**config.mk**
```make
export PLATFORM = sky130hd
export DESIGN_NAME = cond_jump_pipe
export DESIGN_NICKNAME = d
export VERILOG_FILES = /design/src/rtl/cond_jump_pipe.sv
export SDC_FILE = /design/constraint.sdc
export NUM_CORES = 1
export LEC_CHECK = 0
export CAP_MARGIN = 0
export CORE_MARGIN = 3
export CORE_UTILIZATION = 49
export CTS_CLUSTER_DIAMETER = 150
export CTS_CLUSTER_SIZE = 16
export DETAILED_ROUTE_END_ITERATION = 8
export PLACE_DENSITY = 0.78
export SETUP_SLACK_MARGIN = 0.15
export SKIP_LAST_GASP = 1
export SYNTH_ARGS = -nofsm -noshare
export SYNTH_HDL_FRONTEND = slang
export SYNTH_SLANG_ARGS = --single-unit
```
**constraint.sdc**
```tcl
create_clock -name clk -period 3.51 [get_ports clk]
set_input_delay 0.702 -clock clk [delete_from_list [all_inputs] [get_ports clk]]
set_output_delay 0.702 -clock clk [all_outputs]
set_load 0.01 [all_outputs]
```
**src/rtl/cond_jump_pipe.sv**
```systemverilog
// Two-stage condition/jump resolver: stage A captures the ALU result and jump
// context, stage B holds the resolved jump decision, next PC and flags.
module cond_jump_pipe #(
  parameter int unsigned WIDTH  = 16,
  parameter int unsigned ADDR_W = 16,
  parameter int unsigned CNT_W  = 16
) (
  input  logic              clk,
  input  logic              rst,
  input  logic              flush,
  input  logic              in_valid,
  output logic              in_ready,
  input  logic [WIDTH-1:0]  in_result,
  input  logic [2:0]        in_jbits,
  input  logic [ADDR_W-1:0] in_pc,
  input  logic [ADDR_W-1:0] in_target,
  output logic              out_valid,
  input  logic              out_ready,
  output logic              out_jump,
  output logic [ADDR_W-1:0] out_next_pc,
  output logic [2:0]        out_flags,
  output logic [CNT_W-1:0]  taken_count
);

  logic              a_valid;
  logic [WIDTH-1:0]  a_result;
  logic [2:0]        a_jbits;
  logic [ADDR_W-1:0] a_pc;
  logic [ADDR_W-1:0] a_target;

  logic              b_valid;
  logic              b_jump;
  logic [ADDR_W-1:0] b_next_pc;
  logic [2:0]        b_flags;

  logic              lt, eq, gt;
  logic              jump_c;
  logic [ADDR_W-1:0] next_pc_c;
  logic              b_free;
  logic              accept;
  logic              out_fire;

  always_comb begin
    lt        = a_result[WIDTH-1];
    eq        = (a_result == '0);
    gt        = !lt && !eq;
    jump_c    = |(a_jbits & {lt, eq, gt});
    next_pc_c = jump_c ? a_target : a_pc + ADDR_W'(1);
  end

  // No skid buffer: in_ready sees out_ready combinationally through b_free.
  always_comb begin
    b_free   = !b_valid || out_ready;
    in_ready = !flush && (!a_valid || b_free);
    accept   = in_valid && in_ready;
    out_fire = b_valid && out_ready;
  end

  always_ff @(posedge clk) begin
    if (rst) begin
      a_valid  <= 1'b0;
      a_result <= '0;
      a_jbits  <= '0;
      a_pc     <= '0;
      a_target <= '0;
    end else begin
      if (flush)       a_valid <= 1'b0;
      else if (accept) a_valid <= 1'b1;
      else if (b_free) a_valid <= 1'b0;
      if (accept) begin
        a_result <= in_result;
        a_jbits  <= in_jbits;
        a_pc     <= in_pc;
        a_target <= in_target;
      end
    end
  end

  // B data only loads with a real beat so outputs stay put while stalled.
  always_ff @(posedge clk) begin
    if (rst) begin
      b_valid   <= 1'b0;
      b_jump    <= 1'b0;
      b_next_pc <= '0;
      b_flags   <= '0;
    end else begin
      if (flush)       b_valid <= 1'b0;
      else if (b_free) b_valid <= a_valid;
      if (!flush && b_free && a_valid) begin
        b_jump    <= jump_c;
        b_next_pc <= next_pc_c;
        b_flags   <= {lt, eq, gt};
      end
    end
  end

  // A handshake completing in a flush cycle still counts.
  always_ff @(posedge clk) begin
    if (rst)
      taken_count <= '0;
    else if (out_fire && b_jump && (taken_count != '1))
      taken_count <= taken_count + CNT_W'(1);
  end

  always_comb begin
    out_valid   = b_valid;
    out_jump    = b_jump;
    out_next_pc = b_next_pc;
    out_flags   = b_flags;
  end

endmodule

```
# [Word level (Yosys, flattened, before mapping)]
# Index checks and enable logic that the tools add are counted.
[totals] out_inout_bits=38 input_bits=56 ff_bits=89
[op_classes] add_sub_neg=2 eq_ne=1 n_reduce_logical=19 n_bitwise=1 n_mux=3
[op_table] op="$add A16 B1 Y16 const B" count=2
[op_table] op="$logic_not A16 Y1" count=1
[op_table] op="$mux W16" count=1
[op_table] op="$ne A16 B16 Y1 const B" count=1
[op_table] op="$logic_and A1 B1 Y1" count=8
[op_table] op="$logic_not A1 Y1" count=5
[op_table] op="$and A3 B3 Y3" count=1
[op_table] op="$reduce_or A3 Y1" count=1
[op_table] op="$logic_or A1 B1 Y1" count=2
[op_table] op="$mux W1" count=2
[op_table] op="$reduce_bool A2 Y1" count=1
[op_table] op="$reduce_or A2 Y1" count=1

# [Logic depth before layout (Yosys ltp)]
# Gate-level depths: netlist (run 1).
[depth] word_depth=6 depth_mapped=8

# [Worst setup path before layout (run 1)]
# Ideal clock, no wire load.
[synth_timing] kind="register to register" from="register a_result[15]" to="register b_next_pc[10] (netlist: out_next_pc[10])" t_arrival_ps=2311 setup_slack_ps=1077 t_required_ps=3388 period_less_slack_ps=2433 path_stages_with_launch=9 cell_sequence="dfxtp_1 -> buf_6 -> or4_4 -> or4_4 -> buf_6 -> o21a_1 -> buf_6 -> and3_1 -> a311o_1"
[synth_between] elab_chain_cells=6
[synth_lines] item="from (decl)" line_no="26" text="logic [WIDTH-1:0] a_result;"
[synth_lines] item="from (signal assigned)" line_no="71" text="a_result <= in_result;"
[synth_lines] item="$logic_not A16 Y1" line_no="45" text="eq = (a_result == '0);"
[synth_lines] item="$logic_not A1 Y1" line_no="46" text="gt = !lt && !eq;"
[synth_lines] item="$logic_and A1 B1 Y1" line_no="46"
[synth_lines] item="$and A3 B3 Y3 (*)" line_no="47" text="jump_c = |(a_jbits & {lt, eq, gt});"
[synth_lines] item="$reduce_or A3 Y1 (*)" line_no="47"
[synth_lines] item="$mux W16 (*)" line_no="48" text="next_pc_c = jump_c ? a_target : a_pc + ADDR_W'(1);"
[synth_lines] item="to (signal assigned)" line_no="91" text="b_next_pc <= next_pc_c;"
[synth_lines] item="to (decl)" line_no="33" text="logic [ADDR_W-1:0] b_next_pc;"
# Every way passes the cells marked *; elsewhere a longest branch is shown, timed or not.
# A chain may end at the register's enable or synchronous reset.

# [Worst setup path in the final report (run 1)]
[layout_timing] from="input out_ready" to="output in_ready"
[layout_between] elab_chain_cells=3
[layout_lines] item="from (decl)" line_no="18" text="input logic out_ready,"
[layout_lines] item="$logic_or A1 B1 Y1" line_no="53" text="b_free = !b_valid || out_ready;"
[layout_lines] item="$logic_or A1 B1 Y1" line_no="54" text="in_ready = !flush && (!a_valid || b_free);"
[layout_lines] item="$logic_and A1 B1 Y1" line_no="54"
[layout_lines] item="to (decl)" line_no="12" text="output logic in_ready,"
# No other way between the ends.

==> results.md, run 1 <==
* Slew HR at 54.6%
* Sequential Power Share at 53.5%
* Cts bufs inserted at 9
* Flop2flop setup slack at 0.93 ns
* Sum of negative setup slack at 0 ns
* Post-Syn Instances at 477
* Combinational power share at 10.0%
* Slowest CP cell: clkdlybuf4s50_1
* Worst vdd ir at 222 uV
* Synth cell count leaders: nand2_1 (126), dfxtp_1 (89), a21oi_1 (61)
* Avg Inst Size Synth at 8.04 um^2
* H-tree Lvls at 3
* FF+latch area at 1780 um^2
* Number of synthesized register bits at 89
* Final period util at 81.5%
* Hold EP: a_result[2]
* Int Power at 0.00149 W
* RR Endpoint: out_next_pc[8]
* Die W at 94.5 um
* Yosys top cell area share at 46.4%
* Post-route antenna net violation count at 0
* Minimum clock period at 2.86 ns
* GRT overflow at 0
* Sequential area share after synthesis at 46.4%
* Area of the multi-input gates at 1910 um^2
* First-pass detailed-route iteration total at 5
* Clock network fraction of design power at 36.5%
* Port Buffers at 93
* Post-DP HPWL at 6.81 mm
* Starting Density at 51.8%
* Total track usage at 21.8%
* Via count at 3685
* Post-CTS resize count at 0
* RSZ-0062 raised after global routing: no
* Yosys warnings at 0
* Status: complete, no violations
* CTS hold repair buffers at 0
* Clock buffer depth at 2
* Synth cell types at 47
* Core Util, Final at 67.6%
* Diode count at 0
* Post-synth EDFFs at 0
* Via density at 5.57
* Synth area leader: dfxtp_1
* Total core area at 7410 um^2
* Crit path launch type: primary input
* Worst Hold Class: register to register
* Crit Path Category: primary input to primary output
* Pin count of the biggest net entering global routing at 66
* Clk_lat worst skew at 0.36 ns
* Cell mode on critical path: clkdlybuf4s50_1
* Per-cell routed wire length at 14.5 um
* Die ar. at 8930 um^2
* Final Hold Viols at 0
* Fillers at 605
* Worst min-delay path startpoint: a_result[2]
* CP Data Arrival Time at 2.16 ns
* Chip height at 94.5 um
* Critical Path Fanout Max at 5
* Maxcap violations at 0
* Post-route DRC at 0
* Layout Skew at 0.00937 ns
* Count leader, synth: nand2_1
* I/O pin total at 94
* 1st-iter DRT viols at 289
* Worst R2R Path Depth at 5
* Synth area leaders: dfxtp_1 (46%), nand2_1 (12%), a21oi_1 (8.0%), xor2_1 (4.3%), nor2_1 (2.4%)
* Syn nets at 535
* Num rows at 31
* Delay-heaviest family, CP: buffers and inverters
* Vias in the first global route at 3253
* Asr flop ratio synth at 0%
* Reg2Reg Launch Point: a_result[15]
* CP cell instances: clkdlybuf4s50_1 -> nor2b_1 -> a21oi_1 -> clkdlybuf4s50_1
* Clock Pin Slew Worst Setup and Hold Paths at 0.09 ns
* Final setup vio count at 0
* CTS root buf: clkbuf_8
* Area delta synth->final at 30.6%
* Placer Congestion at 0.857
* Critical path data required time at 2.81 ns
* First-pass GRT wire length at 15.5 mm
* TritonCTS clock tree: done
* P_leak at 1.81 nW
* Crit. End Element: primary output
* Worst Tran Pin Value at 0.681 ns
* Pwr Density at 397 nW/um^2
* Maximum clock rate at 349 MHz
* Sw frac at 24.9%
* Routed WL at 9.59 mm
* Psw at 0.000496 W
* Max stage delay on crit path at 0.59 ns
* Final Net Count at 616
* Post-Syn Area at 3840 um^2
* CTS sink count at 89
* Hold Crit Depth at 2
* CP Buf/Inv Count at 2
* Final slew viol count at 0
* Most used DFF post-synth: dfxtp_1
* Post-CTS setup buffer count at 0
* Initial antenna violation count at 0
* Layout cell share with drive strength beyond 1 at 5.86%
final cells by class:
type,instances,area share (%)
multi-input combinational,354,38.1
sequential,89,35.6
timing repair buffer,99,19.4
clock buffer,11,2.82
tap,99,2.47
clock inverter,5,1.27
inverter,5,0.375
stage by stage:
stage | power, W | instance area [um^2] | cells | worst slack, ns | hold slack, ns
3_3_place_gp | 0.00128 | 4800 | 646 | 0.640 | 0.439
2_1_floorplan | 0.00119 | 3840 | 477 | 1.08 | 0.431
4_1_cts | 0.00200 | 5010 | 662 | 0.632 | 0.457
3_5_place_dp | 0.00129 | 4800 | 646 | 0.623 | 0.445
6_report | 0.00199 | 5010 | 662 | 0.648 | 0.453
5_1_grt | 0.00207 | 5010 | 662 | 0.536 | 0.481
cells by family after synthesis:
kind of cell               after synthesis  synth area share [%]
DFF                                     89                  46.4
AOI/OAI and AO/OA                      104                  16.5
xor gates and xnor gates                23                  5.25
and+or+nand+nor                        222                  26.4
buffers and inverters                   34                  3.95
adders and majority gates                2                 0.652
muxes                                    3                 0.815
placed cells by master, fill, tap and decap left out, types with 2 or more instances in the layout:
master / n
and4_1: 3
and3_1: 7
a41oi_1: 6
nor3_1: 10
o21ai_0: 12
nor2_1: 25
or3_1: 5
o211ai_1: 3
clkdlybuf4s50_1: 92
ha_1: 2
and3_2: 2
o2111ai_1: 4
nand4_1: 7
xor2_1: 19
o21a_1: 2
xnor2_1: 4
a311o_1: 2
nor4_1: 7
nand3_1: 18
o41ai_1: 2
buf_4: 6
mux2i_1: 2
a21oi_1: 61
dfxtp_1: 89
a32oi_1: 3
clkinv_4: 2
or4_4: 3
inv_1: 5
a31oi_1: 2
nand2_1: 126
clkbuf_8: 10
or4_1: 2
worst max path at each step:
stage,start,end,depth (start not counted)
finish,out_ready,in_ready,4
global route,out_ready,in_ready,4
CTS,out_ready,in_ready,4
detailed placement,out_ready,out_next_pc[8],6
global placement,out_ready,in_ready,4
floorplan,a_result[15],out_next_pc[10],8
metal layers:
layer | track usage (%) | routed length (um) | up-vias
met4 | 8.53 | 179 | 0
met5 | 0 | 0 | -
li1 | - | - | 1829
met3 | 3.43 | 633 | 16
met1 | 29.8 | 4340 | 1704
met2 | 34.7 | 4440 | 136
power groups by stage:
| stage | Sequential (W) | Combinational [W] | Clock (W) |
|---|---|---|---|
| 3_5_place_dp | 0.00109 | 0.000199 | 0 |
| 5_1_grt | 0.00107 | 0.000220 | 0.000777 |
| 4_1_cts | 0.00106 | 0.000200 | 0.000739 |
| 2_1_floorplan | 0.00108 | 0.000110 | 0 |
| 3_3_place_gp | 0.00109 | 0.000195 | 0 |
| 6_report | 0.00106 | 0.000200 | 0.000725 |
worst reg2reg max path: stages (launching register included):
cell and delay (ns):
dfxtp_1 0.40, or4_4 0.58, or4_4 0.56, o21ai_2 0.59
and4_1 0.31, a311o_1 0.11
state kept, by name, summed over array words and instances, names as in the netlist:
signal,cells
a_jbits,3
a_valid,1
a_target,16
taken_count,16
out_next_pc,16
a_result,16
out_valid,1
out_jump,1
a_pc,16
out_flags,3
No activity file was read; power rests on OpenSTA's default activity.
==> inputs of run 2 (changes only) <==
clock period = 2.7 ns   (was 3.51 ns; I/O delays follow)
==> results.md, run 2 (synthesized netlist as in run 1, its figures left out) <==
* Status: complete, no violations
* Die ar. at 8930 um^2
* Sw frac at 24.8%
* Psw at 0.000630 W
* Clock Pin Slew Worst Setup and Hold Paths at 0.09 ns
* Pwr Density at 503 nW/um^2
* Starting Density at 51.8%
* Critical Path Fanout Max at 5
* Routed WL at 9.63 mm
* Sum of negative setup slack at 0 ns
* Sequential Power Share at 54.3%
* Int Power at 0.00191 W
* Worst R2R Path Depth at 5
* Via count at 3629
* Slew HR at 57.4%
* Crit Path Category: primary input to primary output
* Total track usage at 22.0%
* Layout Skew at 0.00804 ns
* Placer Congestion at 0.887
* GRT overflow at 0
* Diode count at 0
* Hold Crit Depth at 2
* CTS root buf: clkbuf_8
* Num rows at 31
* Commonest non-fill, non-tap cell in the layout: nand2_1
* Clock network fraction of design power at 35.2%
* TritonCTS clock tree: done
* Total power at 0.00254 W
* Final Hold Viols at 0
* 1st-iter DRT viols at 204
* Maximum clock rate at 395 MHz
* Cts bufs inserted at 9
* CP Data Arrival Time at 1.99 ns
* Placed Cells at 653
* Crit. End Element: primary output
* CTS sink count at 89
* Initial antenna violation count at 0
* Worst Tran Pin Value at 0.640 ns
* Crit path launch type: primary input
* Maxcap violations at 0
* Pin count of the biggest net entering global routing at 65
* P_leak at 1.84 nW
* Port Buffers at 93
* Final period util at 93.9%
* Chip height at 94.5 um
* Minimum clock period at 2.53 ns
* Area delta synth->final at 32.0%
* CTS hold repair buffers at 0
* Die W at 94.5 um
* Final slew viol count at 0
* First-pass GRT wire length at 15.6 mm
* Clock buffer depth at 2
* RSZ-0062 raised after global routing: yes
* Fillers at 610
* Critical path data required time at 2.16 ns
* Total core area at 7410 um^2
* First-pass detailed-route iteration total at 4
* Post-route antenna net violation count at 0
* Layout cell share with drive strength beyond 1 at 7.54%
* Worst vdd ir at 280 uV
* Final setup vio count at 0
* Combinational power share at 10.5%
* H-tree Lvls at 3
* Final Net Count at 623
* Per-cell routed wire length at 14.4 um
* Vias in the first global route at 3415
* Post-DP HPWL at 6.88 mm
* Via density at 5.42
* Clk_lat worst skew at 0.36 ns
* Flop2flop setup slack at 0.27 ns
* Cell Count, Final, Fillers Out at 669
* Post-route DRC at 0
* Worst Hold Class: register to register
* WHS at 0.457 ns
* I/O pin total at 94
* Most frequent cells in the layout: nand2_1 (126), clkdlybuf4s50_1 (92), dfxtp_1 (89), a21oi_1 (60), nor2_1 (25)
## run 2: layout make-up
| class | instances | area, um^2 | area share (%) |
|---|---|---|---|
| clock buffer | 9 | 124 | 2.45 |
| tap | 99 | 124 | 2.45 |
| inverter | 5 | 18.8 | 0.371 |
| timing repair buffer | 106 | 1020 | 20.2 |
| multi-input combinational | 354 | 1920 | 37.9 |
| clock inverter | 7 | 70.1 | 1.38 |
| sequential | 89 | 1780 | 35.2 |
## run 2: worst paths after layout
check	start	to
worst max-delay path	out_ready	in_ready
worst min-delay path	a_result[10]	a_result[10]
worst max register to register	a_result[10]	out_next_pc[8]
worst min register to register	a_result[10]	a_result[10]
## run 2: power by group through the flow
stage | clock network [W] | logic [W] | registers [W]
6_report | 0.000896 | 0.000266 | 0.00138
5_1_grt | 0.000974 | 0.000293 | 0.00139
4_1_cts | 0.000918 | 0.000264 | 0.00138
3_5_place_dp | 0 | 0.000263 | 0.00141
3_3_place_gp | 0 | 0.000258 | 0.00141
2_1_floorplan | 0 | 0.000143 | 0.00140
## run 2: layer usage
layer / vias up / track usage, % / share of wire [%]
met5: - / 0 / 0
li1: 1834 / - / -
met4: 0 / 8.53 / 1.3
met3: 9 / 3.90 / 6.4
met1: 1672 / 28.1 / 45
met2: 114 / 36.8 / 48
## run 2: repair_timing
item,4_1_cts,5_1_grt
endpoints found under the setup margin,0,4
resized for setup,0,3
buffers inserted,0,0
## run 2: critical path, stage by stage
cell and delay [ns]:
clkdlybuf4s50_1 0.43, nor2b_1 0.38, a21oi_2 0.14, clkdlybuf4s50_1 0.50
## run 2: per-stage QoR
stage	utilization, %	area, um^2	setup WS [ns]
after detailed placement	65.5	4860	0.148
final	68.3	5060	0.165
after global placement	65.5	4860	0.153
after CTS	68.2	5050	0.157
after floorplan	-	3840	0.267
after global routing	68.3	5060	0.120
